===== config.mk =====
export PLATFORM = sky130hd
export DESIGN_NAME = seq_shift_add_multiplier
export DESIGN_NICKNAME = d
export VERILOG_FILES = /design/src/rtl/mult_pkg.sv /design/src/rtl/seq_shift_add_multiplier.sv
export SDC_FILE = /design/constraint.sdc
export NUM_CORES = 1
export LEC_CHECK = 0
export CORE_UTILIZATION = 50
export DETAILED_ROUTE_END_ITERATION = 12
export PLACE_DENSITY = 0.75
export SLEW_MARGIN = 10
export SYNTH_ARGS = -nofsm -noshare
export SYNTH_HDL_FRONTEND = slang
export SYNTH_SLANG_ARGS = --single-unit

===== constraint.sdc =====
create_clock -name clk -period 4 [get_ports clk]
set_input_delay 0.8 -clock clk [delete_from_list [all_inputs] [get_ports clk]]
set_output_delay 0.8 -clock clk [all_outputs]
set_load 0.01 [all_outputs]

===== src/rtl/mult_pkg.sv =====
// Shared types and helpers for the iterative shift-add multiplier.
package mult_pkg;

  typedef enum logic [1:0] {
    IDLE,
    RUN,
    FIN
  } state_t;

  localparam int unsigned MaxWidth = 32;

  // Magnitude of a width-bit operand; the most-negative value maps to 2^(width-1).
  function automatic logic [MaxWidth-1:0] abs_mag(input logic [MaxWidth-1:0] value,
                                                  input int unsigned       width,
                                                  input logic              signed_mode);
    logic [MaxWidth-1:0] mask;
    mask = {MaxWidth{1'b1}} >> (MaxWidth - width);
    if (signed_mode && value[width-1]) begin
      return (~value + 1'b1) & mask;
    end
    return value & mask;
  endfunction

endpackage


===== src/rtl/seq_shift_add_multiplier.sv =====
// Iterative shift-add multiplier: scans |a| LSB-first, stops after its highest set bit,
// then applies the sign and publishes the product with a one-cycle done pulse.
module seq_shift_add_multiplier
  import mult_pkg::*;
#(
  parameter int unsigned WIDTH = 8
) (
  input  logic               clk,
  input  logic               rst,
  input  logic               start,
  input  logic               signed_mode,
  input  logic [WIDTH-1:0]   a,
  input  logic [WIDTH-1:0]   b,
  output logic               busy,
  output logic               done,
  output logic [2*WIDTH-1:0] product
);

  localparam int unsigned PW = 2 * WIDTH;

  state_t           state_q, state_d;
  logic [PW-1:0]    acc_q, acc_d;
  logic [WIDTH-1:0] a_sh_q, a_sh_d;
  logic [PW-1:0]    b_sh_q, b_sh_d;
  logic             neg_q, neg_d;
  logic             done_q, done_d;
  logic [PW-1:0]    product_q, product_d;
  logic [WIDTH-1:0] a_mag, b_mag;

  assign a_mag = WIDTH'(abs_mag(32'(a), WIDTH, signed_mode));
  assign b_mag = WIDTH'(abs_mag(32'(b), WIDTH, signed_mode));

  always_comb begin
    state_d   = state_q;
    acc_d     = acc_q;
    a_sh_d    = a_sh_q;
    b_sh_d    = b_sh_q;
    neg_d     = neg_q;
    done_d    = 1'b0;
    product_d = product_q;
    unique case (state_q)
      IDLE: begin
        if (start) begin
          a_sh_d  = a_mag;
          b_sh_d  = PW'(b_mag);
          acc_d   = '0;
          neg_d   = signed_mode & (a[WIDTH-1] ^ b[WIDTH-1]);
          state_d = (a_mag != '0) ? RUN : FIN;
        end
      end
      RUN: begin
        if (a_sh_q[0]) begin
          acc_d = acc_q + b_sh_q;
        end
        a_sh_d = a_sh_q >> 1;
        b_sh_d = b_sh_q << 1;
        // Early exit once no set multiplier bits remain.
        if (a_sh_d == '0) begin
          state_d = FIN;
        end
      end
      FIN: begin
        product_d = neg_q ? -acc_q : acc_q;
        done_d    = 1'b1;
        state_d   = IDLE;
      end
      default: state_d = IDLE;
    endcase
  end

  always_ff @(posedge clk) begin
    if (rst) begin
      state_q   <= IDLE;
      acc_q     <= '0;
      a_sh_q    <= '0;
      b_sh_q    <= '0;
      neg_q     <= 1'b0;
      done_q    <= 1'b0;
      product_q <= '0;
    end else begin
      state_q   <= state_d;
      acc_q     <= acc_d;
      a_sh_q    <= a_sh_d;
      b_sh_q    <= b_sh_d;
      neg_q     <= neg_d;
      done_q    <= done_d;
      product_q <= product_d;
    end
  end

  assign busy    = (state_q != IDLE);
  assign done    = done_q;
  assign product = product_q;

endmodule


* Word-level counts from Yosys, hierarchy flattened
Index checks and enable logic that the tools add are counted.
** Word-level totals
- Flip-flop bits (word level) :: 60
- Output and inout port bits :: 18
** Operators by class
- Reduce and logical (&&, ||, !) cells :: 11
- $add $sub $neg :: 4
- Bitwise operators :: 4
- Multiplexer cells :: 19
- Equality and inequality tests :: 5
** Operators with widths (number)
- $mux 16 :: 4
- $pmux 16 s2 :: 2
- $mux 8 :: 5
- $add 16x16->16 :: 1
- $add 8x1->8 const B :: 2
- $neg 16->16 :: 1
- $not 8->8 :: 2
- $pmux 8 s2 :: 1
- $logic_not 8->1 :: 1
- $reduce_bool 8->1 :: 1
- $mux 2 :: 3
- $ne 2x2->1 const B :: 3
- $reduce_and 2->1 :: 3
- $pmux 2 s2 :: 1
- $reduce_bool 2->1 :: 2
- $mux 1 :: 3
- $reduce_and 3->1 :: 1
- $eq 2x1->1 const B :: 1
- $eq 2x2->1 const B :: 1
- $logic_and 1x1->1 :: 2
- $logic_not 2->1 :: 1
- $and 1x1->1 :: 1
- $xor 1x1->1 :: 1

* Longest topological paths before layout
Gate-level depths: netlist of run 1.
- Depth in word-level cells :: 8
- Gate-level depth with buffers :: 9
- Mapped depth without buffers :: 9

* Least setup slack after synthesis of run 1
OpenSTA, ideal clock, no wires.
- Kind :: reg2reg
- Start :: reg acc_q[0]
- End :: reg acc_q[12]
- Cell stages (with the launch flop) :: 10
- Data arrival time :: 2.028 ns
- Path slack :: 1.854 ns
- Cell sequence :: dfxtp_1 -> ha_1 -> inv_1 -> fa_1 -> nand2b_1 -> a21oi_1 -> o21ai_0 -> a211oi_1 -> o21ai_0 -> a32o_1
** On the way
- Word-level cells in the longest chain between the ends :: 3
** RTL lines
- from (decl) :: RTL line seq_shift_add_multiplier.sv:22 : logic [PW-1:0] acc_q, acc_d;
- from (signal assigned) :: RTL line seq_shift_add_multiplier.sv:74 : acc_q <= '0;
- from (signal assigned) :: RTL line seq_shift_add_multiplier.sv:82 : acc_q <= acc_d;
- $add 16x16->16 :: RTL line seq_shift_add_multiplier.sv:53 : acc_d = acc_q + b_sh_q;
- $mux 16 :: RTL line seq_shift_add_multiplier.sv:52 : if (a_sh_q[0]) begin
- $pmux 16 s2 :: RTL line seq_shift_add_multiplier.sv:41 : unique case (state_q)
No other way between the ends. The select of a mux whose other input is x is not followed.
A chain may end at the register's enable or synchronous reset.

* Worst setup path after layout of run 1
Same ends and word-level chain as after synthesis.

==> results of run 1 <==
## kinds of logic (layout without fill, tap and decap cells)
logic type | Yosys count | in the layout | synth area share (%)
mux | 6 | 6 | 1.71
compound gates | 128 | 128 | 24.9
flops | 60 | 60 | 34.2
simple gates | 155 | 155 | 20.9
buf+inv | 33 | 67 | 3.56
xor+xnor | 31 | 31 | 7.73
fa+ha+maj | 19 | 19 | 6.98
## sequential cells by signal (all words and copies together) (netlist names)
signal and count:
a_sh_q 8, neg_q 1, state_q 2, b_sh_q 16, done 1, acc_q 16
product 16
## report_power, final
part	switching (mW)	internal, mW
sequential	0.0281	0.633
combinational	0.148	0.110
clock	0.236	0.320
## cells in the final DEF (no fill, tap or decap), types with 3 or more instances in the layout
master,instances
a22oi_1,12
o31ai_1,4
nor2_1,50
inv_1,12
nand3_1,19
o21ai_0,13
a31oi_1,6
and3_1,3
clkdlybuf4s50_1,36
a221oi_1,5
dfxtp_1,60
nand3b_1,6
or3_1,4
ha_1,18
a21o_1,5
nor3_1,9
nand2b_1,7
a22o_1,6
nand2_1,41
clkbuf_8,11
xor2_1,19
a21oi_1,40
nor2b_1,3
xnor2_1,12
mux2i_1,6
o41ai_1,3
a211oi_1,15
## final timing paths
| kind | startpoint | endpoint |
|---|---|---|
| max reg2reg | acc_q[0]$_SDFFE_PP0P_ | acc_q[12]$_SDFFE_PP0P_ |
| min | product[10]$_SDFFE_PP0P_ | product[10]$_SDFFE_PP0P_ |
| min reg2reg | product[10]$_SDFFE_PP0P_ | product[10]$_SDFFE_PP0P_ |
| max | acc_q[0]$_SDFFE_PP0P_ | acc_q[12]$_SDFFE_PP0P_ |
## final cells by class
type,instances,area share (%)
Clock buffer,12,3.75
Multi-Input combinational cell,339,52.9
Sequential cell,60,29.0
Clock inverter,4,1.15
Inverter,12,1.09
Tap cell,96,2.90
Timing Repair Buffer,39,9.19
## routing by layer
metal | vias to the layer above | global-route usage (%) | wire [um]
met1 | 1457 | 29.6 | 3760
met5 | - | 0 | 0
met4 | 0 | 10.3 | 86
li1 | 1638 | - | -
met2 | 75 | 36.4 | 3630
met3 | 8 | 3.18 | 283
## critical path: stages (launching register included)
cell and delay [ps]:
dfxtp_1 440, ha_1 230, inv_1 70, fa_1 370, nand2b_1 200, a21oi_1 250, o21ai_0 170, a211oi_1 310
o21ai_0 120, a32o_1 270
## stage by stage
stage          hold WS [ps]  utilization [%]  instance area (sq um)  worst slack (ps)  instances
5_1_grt                 493             60.9                   4140              1300        562
6_report                460             60.9                   4140              1490        562
2_1_floorplan           445                -                   3510              1850        432
3_5_place_dp            453             57.9                   3940              1340        546
3_3_place_gp            444             57.9                   3940              1390        546
4_1_cts                 462             60.9                   4140              1490        562
==> flow_summary_export.csv, run 1 <==
group,metric,value,unit
outcome,outcome,"complete, no violations",
grt,grt_pass1_wl,13000,um
critical_path,critPathRequiredTime,4240,ps
yosys,synth-edff-count,0,
grt,grt_overflow,0,
power,leakagePower,1.67,nW
cts,cts_buffers,9,
yosys,ys_types,51,
yosys,ys_ff_latch,60,
yosys,synth_top_cell_by_area,"dfxtp_1",
placed_design,dp_hpwl,5830,um
layout,ff_latch_area,1200,sq um
yosys,syn_area_per_cell,8.13,sq um
sta,tightestPinTransition,971,ps
floorplanning,die_w,85.8,um
power,p_per_area,356,nW/um^2
cts,clkLatencyLatePin,340,ps
cts,clock-root-buffer,"clkbuf_8",
floorplanning,die_y,85.8,um
sta,drv_slew,0,
floorplanning,fp.coreArea,6790,sq um
cts,clockBufferDepth,2,
yosys,yosysWarnings,0,
sta,max_clock_freq,0.398,GHz
detailed_routing,via_count,3178,
critical_path,ff2ff_path_depth,9,
cts,cts_tree,"built",
cts,cts_setup_buffers,0,
sta,setup_viol,0,
layout,finalNetCount,500,
grt,grt_pass1_vias,2836,
sta,slew_headroom,35.0,%
yosys,ys_seq_area_share,34.2,%
grt,grt_usage,22.4,%
yosys,synth-async-reset-ratio,0,%
grt,grt_max_degree,33,
layout,areaGrowthSynthToFinish,17.8,%
grt,antenna_found_initial,0,
sta,period_share,62.8,%
cts,htree_num_levels,3,
floorplanning,io_pins,38,
yosys,synthTopCellsByCount,"dfxtp_1, nor2_1, nand2_1",
power,ir_worst_vdd,180,uV
critical_path,end_kind,"flop",
critical_path,critPathLaunchType,"flop",
layout,n_antenna_cell,0,
floorplanning,dieArea,7370,sq um
cts,clkSinkCount,60,
hold_path,hp-class,"flop to flop",
yosys,synth_ff_type,"dfxtp_1",
yosys,yosysTopAreaCellShare,34.2,%
power,total_power,1.47,mW
sta,rsz0062_at_grt,"false",
sta,finalClockSkew,11.1,ps
hold_path,whs_path_depth,2,
cts,cts.repair.resized,0,
yosys,synth.most_common_cell,"dfxtp_1",
floorplanning,placementRows,30,
yosys,netlist_instances,432,
layout,multi_input_area,2190,sq um
cts,hold_buffers,0,
critical_path,timing.critical_path.arrival,2750,ps
flow_run,maxCapViolCount,0,
critical_path,cp_max_fo,6,
yosys,synth_nets,471,
detailed_routing,via_per_inst,5.65,
detailed_routing,drt_iter0_drc,174,
cts,path_clk_slew,70,ps
detailed_routing,wirelength,7760,um
detailed_routing,antenna_left,0,
placed_design,gp_congestion,0.939,
detailed_routing,dr.pass1.iters,4,
critical_path,path_class,"flop to flop",
detailed_routing,drc_errors,0,
layout,drive_gt1_share,6.22,%
sta,finalHoldViolCount,0,
layout,fill_cells,631,
floorplanning,initial_utilization,51.7,%
placed_design,io_buffer_count,37,
critical_path,reg2reg_slack,1490,ps
yosys,synth_area_leaders,"dfxtp_1, ha_1, a21oi_1, nor2_1, xor2_1",
sta,period_minus_slack,2510,ps
detailed_routing,routedWlPerCell,13.8,um
yosys,netlist_area,3510,sq um
sta,tns,0,ps
Power figures use the tool's default switching activity.
==> run 2, diff against run 1 <==
--- a/config.mk
+++ b/config.mk
@@ -7,7 +7,7 @@
 export LEC_CHECK = 0
 export CORE_UTILIZATION = 50
 export DETAILED_ROUTE_END_ITERATION = 12
-export PLACE_DENSITY = 0.75
+export PLACE_DENSITY = 0.78
 export SLEW_MARGIN = 10
 export SYNTH_ARGS = -nofsm -noshare
 export SYNTH_HDL_FRONTEND = slang
==> constraint.sdc (replaced) <==
create_clock -name clk -period 2.3 [get_ports clk]
set_input_delay 0.46 -clock clk [delete_from_list [all_inputs] [get_ports clk]]
set_output_delay 0.46 -clock clk [all_outputs]
set_load 0.01 [all_outputs]
==> run 2 against run 1 <==
  * Count of clock-buffer cells in the layout unchanged
  * Combinational power is 88% higher
  * Power is 76% higher
  * Clock skew down 5.4 ps
  * Final area is 3.8% higher
  * Largest power group unchanged
  * Die area unchanged
  * Clock power is 72% higher
  * Worst setup slack worse by 1400 ps
  * Critical path depth is 2 lower
  * Non-clock buffer count rose by 17
==> flow_summary_export.csv, run 2 (synthesis gave the netlist of run 1 again) <==
group,metric,value,unit
floorplanning,io_pins,38,
sta,finalClockSkew,5.68,ps
critical_path,ff2ff_path_depth,7,
layout,stdcell_count,579,
cts,htree_num_levels,3,
floorplanning,placementRows,30,
layout,fin_util,63.2,%
sta,drv_slew,0,
floorplanning,fp.coreArea,6790,sq um
cts,clockBufferDepth,2,
floorplanning,die_w,85.8,um
critical_path,end_kind,"flop",
grt,grt_pass1_wl,13500,um
sta,tightestPinTransition,795,ps
layout,n_antenna_cell,0,
sta,fin_hold_ws,455,ps
cts,path_clk_slew,70,ps
detailed_routing,dr.pass1.iters,5,
critical_path,critPathLaunchType,"flop",
layout,drive_gt1_share,11.2,%
cts,clkSinkCount,60,
power,p_per_area,602,nW/um^2
grt,antenna_found_initial,0,
critical_path,path_class,"flop to flop",
sta,rsz0062_at_grt,"false",
hold_path,min_to,"product[10]$_SDFFE_PP0P_",
detailed_routing,via_count,3267,
layout,final_common_cell,"dfxtp_1",
detailed_routing,drt_iter0_drc,176,
cts,cts_buffers,9,
sta,period_minus_slack,2210,ps
power,total_power,2.59,mW
placed_design,dp_hpwl,6120,um
cts,hold_buffers,0,
sta,finalHoldViolCount,0,
hold_path,hp-start,"product[10]$_SDFFE_PP0P_",
floorplanning,initial_utilization,51.7,%
layout,fill_cells,596,
detailed_routing,routedWlPerCell,14.1,um
placed_design,gp_congestion,0.936,
critical_path,timing.critical_path.arrival,2440,ps
placed_design,place_inst,563,
layout,mostFrequentLayoutCells,"dfxtp_1, nor2_1, nand2_1",
grt,grt_pass1_vias,3003,
critical_path,reg2reg_slack,90,ps
sta,setup_viol,0,
grt,grt_max_degree,33,
detailed_routing,drc_errors,0,
cts,cts_tree,"built",
power,leakagePower,1.76,nW
sta,period_share,96.1,%
cts,clock-root-buffer,"clkbuf_8",
layout,finalNetCount,517,
placed_design,io_buffer_count,37,
power,ir_worst_vdd,231,uV
cts,clkLatencyLatePin,340,ps
grt,grt_usage,23.3,%
layout,areaGrowthSynthToFinish,22.3,%
detailed_routing,via_per_inst,5.64,
sta,tns,0,ps
flow_run,maxCapViolCount,0,
sta,max_clock_freq,0.452,GHz
critical_path,rr_startpoint,"acc_q[7]$_SDFFE_PP0P_",
grt,grt_overflow,0,
detailed_routing,antenna_left,0,
hold_path,hp-class,"flop to flop",
outcome,outcome,"complete, no violations",
critical_path,critPathRequiredTime,2530,ps
critical_path,cp_max_fo,4,
critical_path,reg2reg_to,"acc_q[13]$_SDFFE_PP0P_",
hold_path,whs_path_depth,2,
detailed_routing,wirelength,8140,um
floorplanning,dieArea,7370,sq um
floorplanning,die_y,85.8,um
sta,slew_headroom,46.8,%
==> run 2: cell count changes in the layout (fill, tap and decap cells not counted), moves of 2 or more <==
| cell | before | now |
|---|---|---|
| dfxtp_2 | 0 | 3 |
| a211oi_1 | 15 | 13 |
| dfxtp_1 | 60 | 57 |
| buf_4 | 2 | 19 |
| a211oi_2 | 0 | 2 |
==> run 2: per-stage QoR <==
| step | worst slack (ps) | instance area, sq um |
|---|---|---|
| after floorplan | 154 | 3510 |
| after global placement | 95.4 | 4060 |
| after detailed placement | 54.1 | 4060 |
| after CTS | 19.0 | 4260 |
| after global routing | 11.8 | 4300 |
| final | 89.7 | 4300 |
==> run 2: per-layer routing <==
metal / part of all wire (%) / GRT usage (%) / wire, um / vias to the layer above
li1: - / - / - / 1667
met1: 47 / 29.2 / 3800 / 1506
met2: 49 / 39.6 / 3950 / 84
met3: 3.8 / 3.27 / 308 / 10
met4: 1.1 / 11.2 / 87 / 0
met5: 0 / 0 / 0 / -
==> run 2: layout make-up <==
cell class / instances / area (sq um) / area share, %
Clock buffer: 12 / 155 / 3.61
Clock inverter: 4 / 47.5 / 1.11
Inverter: 12 / 45.0 / 1.05
Multi-Input combinational cell: 339 / 2210 / 51.6
Sequential cell: 60 / 1200 / 28.1
Tap cell: 96 / 120 / 2.80
Timing Repair Buffer: 56 / 508 / 11.8
==> run 2: worst max-delay path by stage <==
stage / startpoint / to / cells after the start
global placement: acc_q[1]$_SDFFE_PP0P_ / acc_q[11]$_SDFFE_PP0P_ / 7
CTS: b_sh_q[0]$_SDFFE_PP0P_ / acc_q[12]$_SDFFE_PP0P_ / 9
global route: acc_q[0]$_SDFFE_PP0P_ / acc_q[12]$_SDFFE_PP0P_ / 9
floorplan: acc_q[0]$_SDFFE_PP0P_ / acc_q[12]$_SDFFE_PP0P_ / 9
detailed placement: b_sh_q[0]$_SDFFE_PP0P_ / acc_q[12]$_SDFFE_PP0P_ / 9
finish: acc_q[7]$_SDFFE_PP0P_ / acc_q[13]$_SDFFE_PP0P_ / 7
==> run 2: power breakdown <==
group          switching, mW  total (mW)  internal, mW
combinational          0.269       0.482         0.213
sequential            0.0476        1.15          1.10
clock                  0.401       0.957         0.556
==> run 2: repair_timing <==
item                                    in CTS  in global routing
setup buffers                                0                  0
resized for setup                            0                 10
endpoints found under the setup margin       0                  4
==> run 2: worst max-delay path: stages (launching register included) <==
cell and delay, ps:
dfxtp_1 330, ha_1 340, and2_4 170, a221o_1 350, a22o_1 240, a311oi_2 280
mux2i_1 120, a221o_1 270
==> edit 1, RTL diff (config.mk and constraints of run 2) <==
`WIDTH`: 8 -> 12.
--- a/src/rtl/seq_shift_add_multiplier.sv
+++ b/src/rtl/seq_shift_add_multiplier.sv
@@ -5,3 +5,3 @@
 #(
-  parameter int unsigned WIDTH = 8
+  parameter int unsigned WIDTH = 12
 ) (
Ports: changed (resized a, b and product); port bits go from 38 to 54. The function was not compared with the original's and may differ.
==> edit 1 against run 2 <==
First-iteration DRC count rose to 2.5 times the old value. Synthesized cell count rose by 42%. Via count rose by 53%. Sequential share of layout area fell by 1.5 points. Setup slack got worse by 0.20 ns. Synthesized area rose by 46%. Sequential cell count rose by 28. Final area rose by 55%. Routed wire length rose by 63%. The flow now finishes with violations (negative setup slack). Power rose by 37%. Clock skew rose by 0.0066 ns. Maximum frequency fell by 8.3%.
==> edit 1: results (changes against run 2) <==
* Outcome: complete, but fails checks
* Violated checks: negative setup slack
* Leakage at 0.00270 uW (+53%)
* Hold WS at 0.473 ns (+0.0177 ns)
* Inverters at 13 (+1)
* Xor and xnor area share after synthesis at 0.104 (+0.0266)
* Worst EP arrival at 2.67 ns (+0.23 ns)
* Filler Cell Count at 754 (+27%)
* Total GRT Usage at 0.254 (+0.0206)
* FFs & Latches at 88 (+47%)
* Signal buffers at 124 (+120%)
* Clk tree area frac at 0.0307 (-0.0165)
* Cell types occupying the most area after synthesis: dfxtp_1 34%, xor2_1 8.2%, nor2_1 6.9%, ha_1 6.3%, a222oi_1 3.9%
* First-pass GRT wire length at 21100 um (+56%)
* Share of cells above drive strength 1 at 0.184 (+0.0719)
* Iteration-0 DRC Markers at 442 (+150%)
* Multi-In Gates at 483 (+42%)
* Compound-Gate Fraction of Synth Area at 0.253 (+0.00369)
* Drt via density at 5.84 (+3.5%)
* Clkbuf count at 9 (-3)
* Setup tns final at -0.303 ns (-0.303 ns)
* Maximum fanout along the worst path at 5 (+1)
* Routed len/inst at 15.5 um (+10%)
* Reg clk slew, reported paths at 0.09 ns (+0.02 ns)
* Final setup fails at 5 (+5)
* Register area share after synthesis at 0.342 (+0.000615)
* Nets at 774 (+50%)
* Mux contribution to synthesized area at 0.00827 (-0.00882)
* Drt pass-1 iters at 6 (+1)
* Vias in the first global route at 4603 (+53%)
* Synth top cells by count: 95 x nor2_1, 88 x dfxtp_1, 48 x xor2_1, 41 x nand2_1, 37 x a21oi_1
* Final worst slack at -0.109 ns (-0.199 ns)
* Slew @ Worst Pin at 0.917 ns (+0.122 ns)
## edit 1: metal layers
layer  GRT usage  vias to the layer above  part of all wire
met1       0.308                     2335              0.44
met5           0                        -                 0
li1            -                     2477                 -
met3      0.0363                       26             0.047
met4       0.112                        0             0.021
met2       0.446                      166              0.49
## edit 1: logic make-up (layout without fill, tap and decap cells)
logic type | Yosys count | after routing
multiplexers | 4 | 4
AO/OA/AOI/OAI | 182 | 182
AND/OR/NAND/NOR | 209 | 209
XOR/XNOR | 61 | 61
adder cells (fa/ha/maj) | 27 | 27
buffers and inverters | 44 | 153
flip-flops | 88 | 88
## edit 1: final timing paths
kind           endpoint  startpoint  cells past startpoint
min reg2reg  product[0]  product[0]                      2
min          product[0]  product[0]                      2
max reg2reg   acc_q[20]    acc_q[0]                     10
max           acc_q[20]    acc_q[0]                     10
## edit 1: what timing repair did
item	4_1_cts	5_1_grt
setup buffers	2	3
gates resized for setup	6	28
setup endpoints to repair	10	21
pin swaps	6	8
## edit 1: per-stage QoR
step / area (sq um) / instances / setup WS [ns]
after floorplan: 5160 / 615 / -0.0173
after global placement: 6240 / 837 / -0.0997
after detailed placement: 6240 / 837 / -0.150
after CTS: 6490 / 855 / -0.0669
after global routing: 6650 / 857 / -0.203
final: 6650 / 857 / -0.109
## edit 1: where the power goes
| group | internal (uW) | switching [uW] | leakage (uW) | total (uW) |
|---|---|---|---|---|
| sequential | 1610 | 77.4 | 0.000716 | 1690 |
| combinational | 352 | 420 | 0.00189 | 772 |
| clock | 511 | 586 | 0.0000960 | 1100 |
## edit 1: critical path: stages (launching register included)
cell and delay (ns):
dfxtp_2 0.34, ha_4 0.16, fa_2 0.34, a21o_1 0.18, a221o_1 0.40, a31oi_1 0.22
nand2_1 0.13, buf_4 0.17, a41oi_2 0.13, xor2_1 0.16, o21ai_0 0.08
==> edit 2, RTL diff (config.mk and constraints of run 2) <==
Made on the original files. Re-encode `state_t` (3 states) as one-hot, 3 bits wide.
--- a/src/rtl/mult_pkg.sv
+++ b/src/rtl/mult_pkg.sv
@@ -3,6 +3,6 @@
 
-  typedef enum logic [1:0] {
-    IDLE,
-    RUN,
-    FIN
+  typedef enum logic [2:0] {
+    IDLE = 3'b001,
+    RUN  = 3'b010,
+    FIN  = 3'b100
   } state_t;
Function: no difference found for any inputs over 4 cycles, from zero or initial values and one cycle with rst high; so few cycles prove little.
==> edit 2 against run 2 <==
Clock power fell by 16%. Routed wire length down 3.5%. Clock skew down 0.00066 ns. Utilization is 0.17 points higher. Sequential share of layout area rose by 0.39 points. Final area grew 0.26%. Power is 16% lower. Cell count rose by 0.69%. Synthesized area increased by 0.28%. Setup slack got worse by 0.024 ns. Via count shrank 0.15%. Sequential cell count increased by 1. Critical endpoint is now acc_q[10].
==> edit 2: results (changes against run 2) <==
* Outcome: finished clean
* Max incr delay on CP at 0.38 ns (+0.03 ns)
* Switching Share at 0.250 (-0.0269)
* Dpl hpwl at 5840 um (-4.6%)
* Slowest cell on crit path: fa_2
* RD Place Congestion at 0.967 (+3.4%)
* Worst Hold Endpoint: b_sh_q[12]
* Total GRT Usage at 0.225 (-0.00839)
* Syn nets at 475 (+0.85%)
* Cell types occupying the most area after synthesis: dfxtp_1 35%, ha_1 6.4%, a21oi_1 5.5%, nand2_1 5.3%, nor2_1 5.2%
* Yosys cell types at 48 (-5.9%)
* Post-Route Skew at 0.00502 ns (-0.000659 ns)
* Drt via density at 5.60 (-0.84%)
* Leakage at 0.00167 uW (-5.2%)
* R2R depth at 11 (+4)
* R2R Path End: acc_q[10]
* Slew @ Worst Pin at 0.689 ns (-0.106 ns)
* Iteration-0 DRC Markers at 297 (+69%)
* R2r startpoint: acc_q[0]
* Top-area cell type share of the netlist area at 0.347 (+0.00471)
* Worst EP arrival at 2.48 ns (+0.04 ns)
* Mapped Cells at 436 (+0.93%)
* Share of cells above drive strength 1 at 0.121 (+0.00935)
* Placed cell area at 4050 sq um (-0.28%)
* Register area share after synthesis at 0.347 (+0.00471)
* Filler Cell Count at 624 (+4.7%)
* Worst vdd ir at 0.222 mV (-4.1%)
* Reg2Reg Setup Slack at 0.07 ns (-0.02 ns)
* Largest net degree at the start of global routing at 41 (+24%)
* Maximum fanout along the worst path at 3 (-1)
* Hold Path Origin: b_sh_q[11]
* Placed Cells at 567 (+0.71%)
* Synth top cells by count: 61 x dfxtp_1, 50 x nand2_1, 49 x nor2_1, 39 x a21oi_1, 21 x xor2_1
* First-pass GRT wire length at 13200 um (-2.1%)
* Drt pass-1 iters at 4 (-1)
* WL final at 7860 um (-3.5%)
* Post-CTS sizing at 3 (+3)
[edit 2: cell count changes in the layout (fill, tap and decap cells not counted), moves of 5 or more]
cell	before	now
nand2_1	41	50
a22oi_1	12	18
a22o_1	6	0
nand2b_1	6	1
xnor2_1	12	17
o21ai_0	12	7
[edit 2: critical path: cells and delay by family, from the launching register on]
family	cells	cell delay, ns
flip-flops	1	0.35
XOR/XNOR	1	0.12
AND/OR/NAND/NOR	2	0.23
AO/OA/AOI/OAI	4	0.73
adder cells (fa/ha/maj)	2	0.52
buffers and inverters	2	0.20
[edit 2: cell families after synthesis]
| family | Yosys count | synth area share |
|---|---|---|
| AND/OR/NAND/NOR | 157 | 0.204 |
| AO/OA/AOI/OAI | 118 | 0.223 |
| flip-flops | 61 | 0.347 |
| buffers and inverters | 39 | 0.0515 |
| XOR/XNOR | 38 | 0.0945 |
| adder cells (fa/ha/maj) | 19 | 0.0696 |
| multiplexers | 4 | 0.0114 |
[edit 2: per-stage QoR]
| step | TNS, ns | total power (uW) | hold WS [ns] | setup slack (ns) | util |
|---|---|---|---|---|---|
| after floorplan | 0 | 1300 | 0.445 | 0.0596 | - |
| after global placement | 0 | 1390 | 0.454 | 0.0192 | 0.596 |
| after detailed placement | -0.0536 | 1400 | 0.467 | -0.0536 | 0.596 |
| after CTS | 0 | 2200 | 0.470 | 0.0174 | 0.622 |
| after global routing | -0.122 | 2290 | 0.501 | -0.0979 | 0.634 |
| final | 0 | 2190 | 0.473 | 0.0661 | 0.634 |
[edit 2: routing by layer]
metal | share of wire | track usage
met5 | 0 | 0
met4 | 0.0018 | 0.0894
met3 | 0.045 | 0.0356
met2 | 0.51 | 0.400
met1 | 0.45 | 0.269
[edit 2: final cells by class]
class	count	area share
Multi-Input combinational cell	336	0.510
Sequential cell	61	0.284
Timing Repair Buffer	60	0.125
Clock buffer	12	0.0360
Tap cell	96	0.0279
Inverter	16	0.0139
Clock inverter	2	0.00232
[edit 2: worst max path at each step]
stage | cells past startpoint | to | from | slack, ns
after global routing | 10 | acc_q[12] | acc_q[0] | -0.1
final | 11 | acc_q[10] | acc_q[0] | 0.07
after CTS | 10 | acc_q[14] | acc_q[0] | 0.02
after detailed placement | 10 | acc_q[14] | b_sh_q[0] | -0.05
after global placement | 10 | acc_q[14] | acc_q[0] | 0.02
after floorplan | 10 | acc_q[14] | acc_q[0] | 0.06
[edit 2: power groups by stage]
stage / registers [uW] / clock network [uW] / logic, uW
after floorplan: 1120 / 0 / 172
after global placement: 1130 / 0 / 257
after detailed placement: 1130 / 0 / 262
after CTS: 1110 / 830 / 263
after global routing: 1120 / 879 / 299
final: 1110 / 804 / 269
